$ cat config.mk
export PLATFORM = sky130hd
export DESIGN_NAME = trigger_surround_cache_p
export DESIGN_NICKNAME = d
export VERILOG_FILES = /design/src/rtl/trigger_surround_cache_p.sv
export SDC_FILE = /design/constraint.sdc
export NUM_CORES = 1
export LEC_CHECK = 0
export ABC_AREA = 1
export CORE_MARGIN = 3
export CORE_UTILIZATION = 30
export CTS_CLUSTER_DIAMETER = 80
export DETAILED_ROUTE_END_ITERATION = 7
export PLACE_DENSITY = 0.55
export SYNTH_ARGS = -nofsm -noshare
export SYNTH_HDL_FRONTEND = slang
export SYNTH_SLANG_ARGS = --single-unit
$ cat constraint.sdc
create_clock -name clk_i -period 2.6 [get_ports clk_i]
set_clock_uncertainty 0.05 [all_clocks]
set_input_delay 0.26 -clock clk_i [delete_from_list [all_inputs] [get_ports clk_i]]
set_output_delay 0.26 -clock clk_i [all_outputs]
set_load 0.01 [all_outputs]
$ cat src/rtl/trigger_surround_cache_p.sv
// Trigger-surround capture cache: rings ADC samples, detects a level/rising trigger,
// freezes a DEPTH-sample window around it and shifts the window out serially, MSB first.
module trigger_surround_cache_p #(
   parameter int unsigned DATA_W  = 8,
   parameter int unsigned DEPTH   = 32,
   parameter int unsigned PRE     = 16,
   parameter int unsigned TIMER_W = 32
) (
   input  logic               clk_i,
   input  logic               rst_ni,
   input  logic               start_i,
   input  logic               adc_rdy_i,
   input  logic [DATA_W-1:0]  adc_data_i,
   input  logic [DATA_W-1:0]  trig_level_i,
   input  logic               trig_mode_i,
   input  logic               sbf_i,
   output logic               busy_o,
   output logic               trd_o,
   output logic [TIMER_W-1:0] trigtm_o,
   output logic               sd_o,
   output logic               sd_valid_o,
   output logic               cd_o
);

   localparam int unsigned PtrW = $clog2(DEPTH);
   localparam int unsigned BitW = (DATA_W > 1) ? $clog2(DATA_W) : 1;

   typedef enum logic [2:0] {StIdle, StFill, StArmed, StPost, StHold, StSend} state_e;

   state_e              state_q, state_d;
   logic [PtrW-1:0]     wr_ptr_q, wr_ptr_d, rd_ptr_q, rd_ptr_d, trig_ptr_q, trig_ptr_d;
   logic [PtrW-1:0]     pre_cnt_q, pre_cnt_d, post_cnt_q, post_cnt_d, word_cnt_q, word_cnt_d;
   logic [BitW-1:0]     bit_cnt_q, bit_cnt_d;
   logic [DATA_W-1:0]   prev_q, prev_d, shreg_q, shreg_d;
   logic [TIMER_W-1:0]  timer_q, timer_d, trigtm_q, trigtm_d;
   logic                trd_q, trd_d, cd_q, cd_d, sd_valid_q, sd_valid_d;
   logic [DATA_W-1:0]   ring_q [DEPTH];
   logic                ring_we, start_ok, trig_hit;
   logic [PtrW-1:0]     rd_start, rd_nxt;

   assign start_ok = start_i && (state_q == StIdle || state_q == StHold);
   assign trig_hit = trig_mode_i ? (prev_q < trig_level_i && adc_data_i >= trig_level_i)
                                 : (adc_data_i >= trig_level_i);
   // Oldest kept sample sits PRE entries behind the trigger slot.
   assign rd_start = trig_ptr_q - PtrW'(PRE);
   assign rd_nxt   = rd_ptr_q + PtrW'(1);

   always_comb begin
      state_d    = state_q;
      wr_ptr_d   = wr_ptr_q;
      rd_ptr_d   = rd_ptr_q;
      trig_ptr_d = trig_ptr_q;
      pre_cnt_d  = pre_cnt_q;
      post_cnt_d = post_cnt_q;
      word_cnt_d = word_cnt_q;
      bit_cnt_d  = bit_cnt_q;
      prev_d     = prev_q;
      shreg_d    = shreg_q;
      timer_d    = timer_q;
      trigtm_d   = trigtm_q;
      trd_d      = trd_q;
      cd_d       = cd_q;
      sd_valid_d = sd_valid_q;
      ring_we    = 1'b0;

      if ((state_q == StFill || state_q == StArmed || state_q == StPost) && timer_q != '1) begin
         timer_d = timer_q + TIMER_W'(1);
      end

      if (start_ok) begin
         trd_d     = 1'b0;
         cd_d      = 1'b0;
         trigtm_d  = '0;
         timer_d   = '0;
         wr_ptr_d  = '0;
         pre_cnt_d = '0;
         prev_d    = '0;
         state_d   = StFill;
      end else begin
         unique case (state_q)
            StIdle: ;
            StFill: begin
               if (adc_rdy_i) begin
                  ring_we   = 1'b1;
                  wr_ptr_d  = wr_ptr_q + PtrW'(1);
                  prev_d    = adc_data_i;
                  pre_cnt_d = pre_cnt_q + PtrW'(1);
                  if (pre_cnt_q == PtrW'(PRE - 1)) state_d = StArmed;
               end
            end
            StArmed: begin
               if (adc_rdy_i) begin
                  ring_we  = 1'b1;
                  wr_ptr_d = wr_ptr_q + PtrW'(1);
                  prev_d   = adc_data_i;
                  if (trig_hit) begin
                     trd_d      = 1'b1;
                     trigtm_d   = timer_q;
                     trig_ptr_d = wr_ptr_q;
                     post_cnt_d = '0;
                     state_d    = StPost;
                  end
               end
            end
            StPost: begin
               if (adc_rdy_i) begin
                  ring_we    = 1'b1;
                  wr_ptr_d   = wr_ptr_q + PtrW'(1);
                  prev_d     = adc_data_i;
                  post_cnt_d = post_cnt_q + PtrW'(1);
                  if (post_cnt_q == PtrW'(DEPTH - PRE - 2)) state_d = StHold;
               end
            end
            StHold: begin
               if (sbf_i) begin
                  rd_ptr_d   = rd_start;
                  shreg_d    = ring_q[rd_start];
                  word_cnt_d = '0;
                  bit_cnt_d  = '0;
                  sd_valid_d = 1'b1;
                  state_d    = StSend;
               end
            end
            StSend: begin
               if (bit_cnt_q == BitW'(DATA_W - 1)) begin
                  if (word_cnt_q == PtrW'(DEPTH - 1)) begin
                     sd_valid_d = 1'b0;
                     shreg_d    = '0;
                     cd_d       = 1'b1;
                     state_d    = StHold;
                  end else begin
                     rd_ptr_d   = rd_nxt;
                     shreg_d    = ring_q[rd_nxt];
                     word_cnt_d = word_cnt_q + PtrW'(1);
                     bit_cnt_d  = '0;
                  end
               end else begin
                  shreg_d   = shreg_q << 1;
                  bit_cnt_d = bit_cnt_q + BitW'(1);
               end
            end
            default: state_d = StIdle;
         endcase
      end
   end

   always_ff @(posedge clk_i or negedge rst_ni) begin
      if (!rst_ni) begin
         state_q    <= StIdle;
         wr_ptr_q   <= '0;
         rd_ptr_q   <= '0;
         trig_ptr_q <= '0;
         pre_cnt_q  <= '0;
         post_cnt_q <= '0;
         word_cnt_q <= '0;
         bit_cnt_q  <= '0;
         prev_q     <= '0;
         shreg_q    <= '0;
         timer_q    <= '0;
         trigtm_q   <= '0;
         trd_q      <= 1'b0;
         cd_q       <= 1'b0;
         sd_valid_q <= 1'b0;
      end else begin
         state_q    <= state_d;
         wr_ptr_q   <= wr_ptr_d;
         rd_ptr_q   <= rd_ptr_d;
         trig_ptr_q <= trig_ptr_d;
         pre_cnt_q  <= pre_cnt_d;
         post_cnt_q <= post_cnt_d;
         word_cnt_q <= word_cnt_d;
         bit_cnt_q  <= bit_cnt_d;
         prev_q     <= prev_d;
         shreg_q    <= shreg_d;
         timer_q    <= timer_d;
         trigtm_q   <= trigtm_d;
         trd_q      <= trd_d;
         cd_q       <= cd_d;
         sd_valid_q <= sd_valid_d;
      end
   end

   // Sample storage carries no reset; contents are only read after a full capture.
   always_ff @(posedge clk_i) begin
      if (ring_we) ring_q[wr_ptr_q] <= adc_data_i;
   end

   assign busy_o     = (state_q == StFill) || (state_q == StArmed) ||
                       (state_q == StPost) || (state_q == StSend);
   assign trd_o      = trd_q;
   assign trigtm_o   = trigtm_q;
   assign cd_o       = cd_q;
   assign sd_valid_o = sd_valid_q;
   assign sd_o       = sd_valid_q & shreg_q[DATA_W-1];

endmodule

## Word-level counts from Yosys, hierarchy flattened

Memories as Yosys holds them, arrays and structs flattened.
Index checks and enable logic that the tools add are counted.

| operators by class | value |
|---|---|
| reduce and logical (&&, ||, !) cells | 31 |
| mux-type cells | 64 |
| $lt $le $gt $ge | 2 |
| add/sub/neg operators | 8 |
| bitwise operators | 2 |
| equal/unequal tests | 28 |

Operator list:

| kind | count |
|---|---|
| $mux 32 | 6 |
| $mux 5 | 15 |
| $mux 8 | 6 |
| $mux 3 | 13 |
| $add 32x1->32 const B | 1 |
| $ne 32x32->1 const B | 1 |
| $ne 3x3->1 const B | 10 |
| $pmux 5 s2 | 3 |
| $add 5x1->5 const B | 5 |
| $reduce_bool 2->1 | 11 |
| $pmux 3 s6 | 1 |
| $mux 1 | 17 |
| $ne 2x2->1 const B | 8 |
| $pmux 8 s2 | 1 |
| $reduce_and 5->1 | 3 |
| $eq 5x4->1 const B | 2 |
| $reduce_and 10->1 | 1 |
| $eq 3x3->1 const B | 3 |
| $reduce_and 3->1 | 3 |
| $ge 8x8->1 | 1 |
| $lt 8x8->1 | 1 |
| $reduce_and 4->1 | 2 |
| $eq 3x2->1 const B | 2 |
| $pmux 3 s2 | 1 |
| other kinds (12) | 18 |

| storage, ports and cells | value |
|---|---|
| bits in writable memories | 256 |
| bits of input ports | 22 |
| word-level logic and storage cells | 151 |
| memories kept | 1 |
| flip-flop bits (word level) | 119 |

Memory list:

| memory | depth | width | read ports | clocked after Yosys merged registers in | wr ports | line | RTL |
|---|---|---|---|---|---|---|---|
| ring_q | 32 | 8 | 2 | 0 | 1 | 37 | `logic [DATA_W-1:0] ring_q [DEPTH];` |

## Logic depth before layout (Yosys ltp)

Gate-level depths: netlist of the first run.

| logic depth | value |
|---|---|
| depth after elaboration | 7 |
| depth in mapped cells | 16 |

## Worst setup path after synthesis of the first run

OpenSTA, ideal clock, no wires.

| path | value |
|---|---|
| path kind | register -> register |
| from | reg state_q[1] |
| to | mem ring_q[1][0], enable pin |
| stages on the path, launching flop included | 8 |
| setup slack | 621 ps |
| period minus slack after synthesis | 1,979 ps |
| arrival time | 1,559 ps |
| required time | 2,180 ps |
| library setup time | 370 ps |
| cells stage by stage | dfrtp_1 > nor2_2 > nor2_1 > nand2_1 > inv_1 > buf_2 > nand2_1 > nor2_1 |

| on the way | value |
|---|---|
| longest elaborated chain between the ends | 6 |
| elaborated cells between the ends (all ways) | 12 |
| those cells by class | 4 x eq/ne; 4 x mux; 4 x reduce/logical |

RTL lines:

| what | line | RTL |
|---|---|---|
| start, declared | 30 | `state_e state_q, state_d;` |
| start signal, assigned | 149 | `state_q <= StIdle;` |
| start signal, assigned | 165 | `state_q <= state_d;` |
| $eq 3x1->1 (tied with other cells) | 80 | `unique case (state_q)` |
| $reduce_or 3->1 (no source line) / $logic_or 1x1->1 (equally long branches) | - |  |
| $mux 1 / $logic_and 1x1->1 (equally long branches) | - |  |
| $mux 1 * | 70 | `if (start_ok) begin` |
| $mux 1 * | 185 | `if (ring_we) ring_q[wr_ptr_q] <= adc_data_i;` |
| $mux 1 (not written as such) * | 185 |  |
| end, declared | 37 |  |

Mark *: on every way between the ends. The rest lies on a longest branch, timed or not.

## Worst setup path after layout of the first run

| path | value |
|---|---|
| from | reg state_q[2] |
| to | out busy_o |

| on the way | value |
|---|---|
| longest elaborated chain between the ends | 4 |
| elaborated cells between the ends (all ways) | 7 |
| those cells by class | 4 x eq/ne; 3 x reduce/logical |

RTL lines:

| what | line | RTL |
|---|---|---|
| $eq 3x1->1 / $eq 3x2->1 (equally long branches) | 188 | `assign busy_o = (state_q == StFill) \|\| (state_q == StArmed) \|\|` |
| $logic_or 1x1->1 (2 in a row) | 188 |  |
| $logic_or 1x1->1 * | 189 | `(state_q == StPost) \|\| (state_q == StSend);` |
| end, declared | 17 | `output logic busy_o,` |

Marks and branches as above.

==> key figures, run 1 <==
Global routing
  • Number of global-route vias before repair: 14859
  • Largest net degree at the start of global routing: 66
  • Global-route wire length before repair: 88.27 mm
  • Total global-route track usage: 17.04%
  • Gr ovfl total: 0
  • Initial antenna violation count: 1

Worst setup path
  • CP bufs+invs: 2
  • Worst Path Class, Setup: reg -> out
  • Critical path launch point type: flop
  • CP Capture Type: output pin
  • CP arrival: 2.16 ns
  • Cell family with most CP delay: buffers and inverters
  • CP max-delay cell: clkdlybuf4s50_1
  • Max incr delay on CP: 0.65 ns
  • CP required: 2.29 ns
  • Cell chain of the critical path: nor2_1, inv_1, o21ai_0, clkdlybuf4s50_1
  • CP max FO: 6

Power and ir drop
  • Pint: 13.76 mW
  • Clock network fraction of design power: 25.6%
  • Sw frac: 42.00%
  • Static Leak: 8.628 nW
  • Net switching power: 9.965 mW
  • Power Density: 1061 mW/mm^2
  • Max IR drop VDD: 0.6790 mV
  • Comb pwr share: 43.8%
  • Sequential fraction of design power: 30.6%

Flow run
  • Max-cap violations: 0

Floorplan
  • Core Region: 0.06205 mm^2
  • Initial Util: 30.46%
  • Die area: 0.06606 mm^2
  • Row count: 91
  • Number of I/O pins: 59
  • Die Height: 257.0 um
  • Die width: 257.0 um

Status
  • Status: complete, no violations

Yosys
  • Main synth FF type: edfxtp_1
  • Seq/Total Area, Yosys: 56.42%
  • Async SR Flop Fraction: 31.73%
  • Syn nets: 2100
  • Synth area leader: edfxtp_1
  • Synth area leaders: edfxtp_1 41%, dfrtp_1 16%, nand3_1 7.3%
  • Netlist cell types: 41
  • Top cell type's share of synthesized area: 40.66%
  • Post-synthesis cell area: 0.01890 mm^2
  • Ys Warns: 0
  • Count of state elements after synthesis: 375
  • Syn avg cell area: 9.226 um^2
  • Most frequent cell after synthesis: nand3_1
  • EDFF count, synth: 256
  • Post-Synthesis Cells: 2049
  • Most frequent cells after synthesis: 276 x nand3_1, 259 x o21ai_0, 256 x edfxtp_1

Placed design
  • Placed insts: 2914
  • Port Buffers: 58
  • Hpwl dp: 37.67 mm
  • RD Place Congestion: 0.8497
  • Place WS: -0.01486 ns

Timing
  • Worst-Margin Slew: 0.7419 ns
  • RSZ-0062 raised after global routing: no
  • Max_slew headroom: 50.48%
  • Final Cycle Share: 94.88%
  • Slew Viols, Final: 0
  • Final WS setup: 0.1330 ns
  • Fin crit period: 2.467 ns
  • # setup viols final: 0
  • Final hold vios: 0
  • Fmax: 405.4 MHz

Drt
  • Routed wire length: 57.19 mm
  • DR pass1 iterations: 8
  • Initial DRC Count: 1641
  • Final ANT Viol Nets: 0
  • Vias per cell: 5.179
  • Vias post-DR: 15517
  • DR DRC count: 0
  • Wire length per cell: 19.09 um

Clock network
  • H-tree Lvls: 2
  • CTS tree: done
  • CTS Root Cell: clkbuf_16
  • Clk slew on worst S/H paths: 0.06 ns
  • Sink Count: 375
  • Postcts setup bufs: 0
  • Hold Buf Count CTS: 1
  • Worst-Skew Late Latency: 0.58 ns
  • TritonCTS Buffers: 44
  • CTS resizes: 0
  • Clk buf depth: 3

Layout
  • Post-route insts no fill: 2996
  • # diodes: 0
  • Layout cells sized above 1: 9.310%
  • Area grow syn2layout: 18.29%
  • Final net count: 2175
  • # fillers: 6203

Hold path
  • Hold Path Class: in -> async
worst register-to-register path: cells and delay by family (launching register included):
kind	cells	cell delay [ns]
flip-flops	1	0.46
AO/OA/AOI/OAI	1	0.16
adder cells (fa/ha/maj)	1	0.25
buffers and inverters	1	0.42
AND/OR/NAND/NOR	5	0.64
XOR/XNOR	1	0.27
kinds of logic (layout without fill, tap and decap cells):
group | Yosys count | in the layout | share of synthesized area [%]
AO/OA/AOI/OAI | 598 | 598 | 17.29
XOR/XNOR | 8 | 8 | 0.4501
adder cells (fa/ha/maj) | 29 | 29 | 1.919
buffers and inverters | 363 | 473 | 7.644
flip-flops | 375 | 375 | 56.42
AND/OR/NAND/NOR | 676 | 676 | 16.28
layout by cell type (no fill, tap or decap), drive strengths merged:
master           n
bufinv           2
a21boi           7
o21ai          259
a2111oi          1
o22ai            2
clkinv          11
inv            239
dfrtp          119
clkinvlp         1
o31ai            2
nand3          277
edfxtp         256
dlygate4sd3      1
o21bai           1
a21oi          228
nand4           16
nand2          246
nor2b            1
nor4             6
a22o             7
and2             1
nor2            90
a31oi           11
and3             3
buf             97
xor2             8
clkbuf          65
nor3            26
o211ai          71
o21a             9
clkdlybuf4s50   57
or2             10
ha              29
stage by stage:
stage                     area, um^2  util [%]  hold WS [ns]  power, mW  TNS (ns)
after floorplan                18900         -      -0.08559      13.84         0
after CTS                      22360     36.04       0.07853      23.75         0
final                          22360     36.04       0.08534      23.73         0
after global placement         20940     33.74        0.1311      17.46         0
after detailed placement       20940     33.74        0.1344      17.62  -0.02437
after global routing           22360     36.04        0.1001      25.21         0
metal layers:
layer	vias up	wire length (um)	global-route usage [%]
met5	-	0	0
met4	0	1788	5.827
met3	112	4316	2.697
met2	601	26310	26.87
met1	7456	24770	23.85
li1	7348	-	-
final timing paths:
| kind | startpoint | end | slack (ns) | cells after the start |
|---|---|---|---|---|
| max in group asynchronous | rst_ni | trig_ptr_q[1] | 1.64 | 3 |
| setup / recovery | state_q[2] | busy_o | 0.13 | 4 |
| min in group clk_i | adc_rdy_i | prev_q[0] | 0.38 | 3 |
| hold reg to reg | word_cnt_q[4] | word_cnt_q[4] | 0.44 | 2 |
| setup reg to reg | rd_ptr_q[0] | shreg_q[4] | 0.24 | 9 |
| hold / removal | rst_ni | timer_q[19] | 0.09 | 2 |
state kept, by name, indices dropped and copies added, names as in the netlist:
register    flops
ring_q        256
timer_q        32
trigtm_o       32
prev_q          8
shreg_q         8
post_cnt_q      5
pre_cnt_q       5
rd_ptr_q        5
trig_ptr_q      5
word_cnt_q      5
wr_ptr_q        5
bit_cnt_q       3
state_q         3
cd_o            1
sd_valid_o      1
trd_o           1
power groups by stage:
stage,clock [mW],sequential (mW),combinational (mW)
after floorplan,0,7.15,6.69
after global placement,0,7.35,10.1
after detailed placement,0,7.37,10.2
after CTS,6.21,7.25,10.3
after global routing,6.44,7.31,11.5
final,6.07,7.26,10.4
final cells by class:
class / instances / area, um^2 / share of cell area (%)
Inverter: 237 / 894.6 / 4.001
Clock buffer: 65 / 1250 / 5.590
Multi-Input combinational cell: 1311 / 6797 / 30.39
Sequential cell: 375 / 10670 / 47.73
Timing Repair Buffer: 155 / 1534 / 6.860
Clock inverter: 16 / 166.4 / 0.7442
Tap cell: 837 / 1047 / 4.683
Power figures use the tool's default switching activity.
==> inputs of run 2 (changes only) <==
CORE_MARGIN = 2   (was 3)
REMOVE_ABC_BUFFERS = 1   (was unset)
==> key figures, run 2 (same netlist as run 1, synthesis figures left out) <==
Placed design
  • Placed cell areas: 0.02094 mm^2 (about the same)
  • Port Buffers: 58 (unchanged)
  • Hpwl dp: 38.46 mm (was 37.67 mm)
  • RD Place Congestion: 0.8833 (was 0.8497)

Global routing
  • GR Layer Usage met2: 29.20% (was 26.87%)
  • Number of global-route vias before repair: 15072 (was 14859)
  • GR Util met1: 23.76% (was 23.85%)
  • Total global-route track usage: 17.72% (was 17.04%)
  • M3 GR Usage: 2.726% (was 2.697%)
  • Global-route wire length before repair: 88.46 mm (was 88.27 mm)
  • GRT busiest layer: met2 (unchanged)
  • Largest net degree at the start of global routing: 78 (was 66)
  • Gr ovfl total: 0 (unchanged)
  • Initial antenna violation count: 2 (was 1)

Power and ir drop
  • Comb pwr share: 44.2% (was 43.8%)
  • Sequential fraction of design power: 31.4% (was 30.6%)
  • Clock network fraction of design power: 24.4% (was 25.6%)
  • Final Total Pwr: 23.17 mW (was 23.73 mW)
  • Static Leak: 8.562 nW (was 8.628 nW)
  • Net switching power: 9.821 mW (was 9.965 mW)
  • Sw frac: 42.38% (was 42.00%)
  • Pint: 13.35 mW (was 13.76 mW)
  • Max IR drop VDD: 0.7609 mV (was 0.6790 mV)
  • Power Density: 1042 mW/mm^2 (was 1061 mW/mm^2)

Timing
  • # setup viols final: 0 (unchanged)
  • RSZ-0062 raised after global routing: no (unchanged)
  • Fin crit period: 2.324 ns (was 2.467 ns)
  • Fmax: 430.2 MHz (was 405.4 MHz)
  • Final Cycle Share: 89.39% (was 94.88%)
  • Max_slew headroom: 50.97% (was 50.48%)
  • Worst-Margin Slew: 0.7346 ns (was 0.7419 ns)
  • Final hold vios: 0 (unchanged)
  • Slew Viols, Final: 0 (unchanged)

Floorplan
  • Core Region: 0.06274 mm^2 (was 0.06205 mm^2)
  • Die width: 255.0 um (was 257.0 um)
  • Initial Util: 30.13% (was 30.46%)
  • Die area: 0.06504 mm^2 (was 0.06606 mm^2)
  • Number of I/O pins: 59 (unchanged)
  • Row count: 92 (was 91)
  • Die Height: 255.0 um (was 257.0 um)

Worst setup path
  • Critical path's most frequent cell: nand3_1
  • CP max-delay cell: dfrtp_1 (was clkdlybuf4s50_1)
  • CP required: 3.00 ns (was 2.29 ns)
  • R2r worst-path depth: 11 (was 9)
  • Crit. path cell count: 11 (was 4)
  • Critical path launch point type: flop (unchanged)
  • CP arrival: 2.72 ns (was 2.16 ns)
  • CP max FO: 42 (was 6)
  • Worst Path Class, Setup: reg -> reg (was reg -> out)
  • Cell chain of the critical path: ha_2, inv_2, buf_12, a21oi_1, o21ai_0, nand3_1, nand3_1, nand3_1, nand2_1, nor2_1, o21a_1 (was nor2_1, inv_1, o21ai_0, clkdlybuf4s50_1)
  • CP bufs+invs: 2 (unchanged)
  • CP Capture Type: flop (was output pin)
  • Max incr delay on CP: 0.47 ns (was 0.65 ns)
  • Cell family with most CP delay: simple AND/OR/NAND/NOR gates (was buffers and inverters)

Clock network
  • Clk slew on worst S/H paths: 0.06 ns (about the same)
  • CTS Root Cell: clkbuf_16 (unchanged)
  • H-tree Lvls: 2 (unchanged)
  • Worst-Skew Late Latency: 0.58 ns (about the same)
  • CTS resizes: 0 (unchanged)
  • Clk buf depth: 3 (unchanged)
  • TritonCTS Buffers: 43 (was 44)
  • Sink Count: 375 (unchanged)
  • Hold Buf Count CTS: 1 (unchanged)
  • CTS tree: done (unchanged)
  • Postcts setup bufs: 0 (unchanged)

Layout
  • Final net count: 2176 (was 2175)
  • Layout cells sized above 1: 8.998% (was 9.310%)
  • Sequential cell area: 0.01067 mm^2 (unchanged)
  • Final non-filler cell area: 0.02223 mm^2 (was 0.02236 mm^2)
  • Largest register FFs: 256 (unchanged)
  • Multi-input logic area: 0.006797 mm^2 (unchanged)
  • Commonest non-fill, non-tap cell in the layout: nand3_1 (unchanged)
  • Commonest non-fill, non-tap cells in the layout: 276 x nand3_1, 259 x o21ai_0, 256 x edfxtp_1 (unchanged)
  • Area grow syn2layout: 17.61% (was 18.29%)
  • Top reg by flops: ring_q (unchanged)
  • # fillers: 6312 (was 6203)

Drt
  • Final ANT Viol Nets: 0 (unchanged)
  • Routed wire length: 57.54 mm (was 57.19 mm)
  • Initial DRC Count: 1538 (was 1641)
  • Vias per cell: 5.169 (was 5.179)
  • Wire length per cell: 19.16 um (was 19.09 um)
  • DR pass1 iterations: 6 (was 8)
  • Vias post-DR: 15524 (was 15517)
  • DR DRC count: 0 (unchanged)

Hold path
  • Hold Path Class: in -> async (unchanged)

Status
  • Status: complete, no violations (unchanged)

Flow run
  • Max-cap violations: 0 (unchanged)
-- run 2: final timing paths --
path	startpoint	to	slack [ns]
worst max-delay path	rd_ptr_q[0]	shreg_q[0]	0.28
worst min register to register	trigtm_o[21]	trigtm_o[21]	0.45
worst min-delay path	rst_ni	trigtm_o[29]	0.20
worst max register to register	rd_ptr_q[0]	shreg_q[0]	0.28
max in group asynchronous	rst_ni	shreg_q[1]	1.54
min in group clk_i	trigtm_o[21]	trigtm_o[21]	0.45
-- run 2: per-layer routing --
layer | vias to the layer above | wire (um)
li1 | 7350 | -
met1 | 7535 | 25040
met2 | 545 | 26920
met3 | 92 | 3913
met4 | 2 | 1651
met5 | - | 16
-- run 2: worst reg2reg max path, cell delays in order, from the launching register on --
cell and delay (ns):
dfrtp_1 0.47, ha_2 0.37, inv_2 0.10, buf_12 0.25
a21oi_1 0.11, o21ai_0 0.08, nand3_1 0.12, nand3_1 0.17
nand3_1 0.16, nand2_1 0.09, nor2_1 0.05, o21a_1 0.16
-- run 2: per-stage QoR --
stage / setup slack, ns / TNS, ns / utilization [%] / hold slack, ns / instances
floorplan: -2.318 / -34.13 / - / -0.08559 / 1923
global placement: 0.001902 / 0 / 33.37 / 0.2808 / 2925
detailed placement: -0.004147 / -0.006076 / 33.37 / 0.2925 / 2925
CTS: 0.2808 / 0 / 35.43 / 0.2062 / 3002
global route: 0.1091 / 0 / 35.43 / 0.2553 / 3002
finish: 0.2758 / 0 / 35.44 / 0.2043 / 3003
-- run 2: area by class of cell --
cell class | count | area share [%]
Clock buffer | 56 | 5.104
Multi-Input combinational cell | 1311 | 30.57
Inverter | 237 | 4.024
Sequential cell | 375 | 48.00
Tap cell | 846 | 4.761
Antenna cell | 1 | 0.01126
Timing Repair Buffer | 157 | 6.855
Clock inverter | 20 | 0.6697
-- run 2: power groups by stage --
stage                     combinational, mW  sequential, mW  clock [mW]
after floorplan                        5.68            7.56           0
after global placement                 9.95            7.37           0
after detailed placement               10.1            7.39           0
after CTS                              10.2            7.28        5.78
after global routing                   11.3            7.34        6.01
final                                  10.2            7.28        5.65
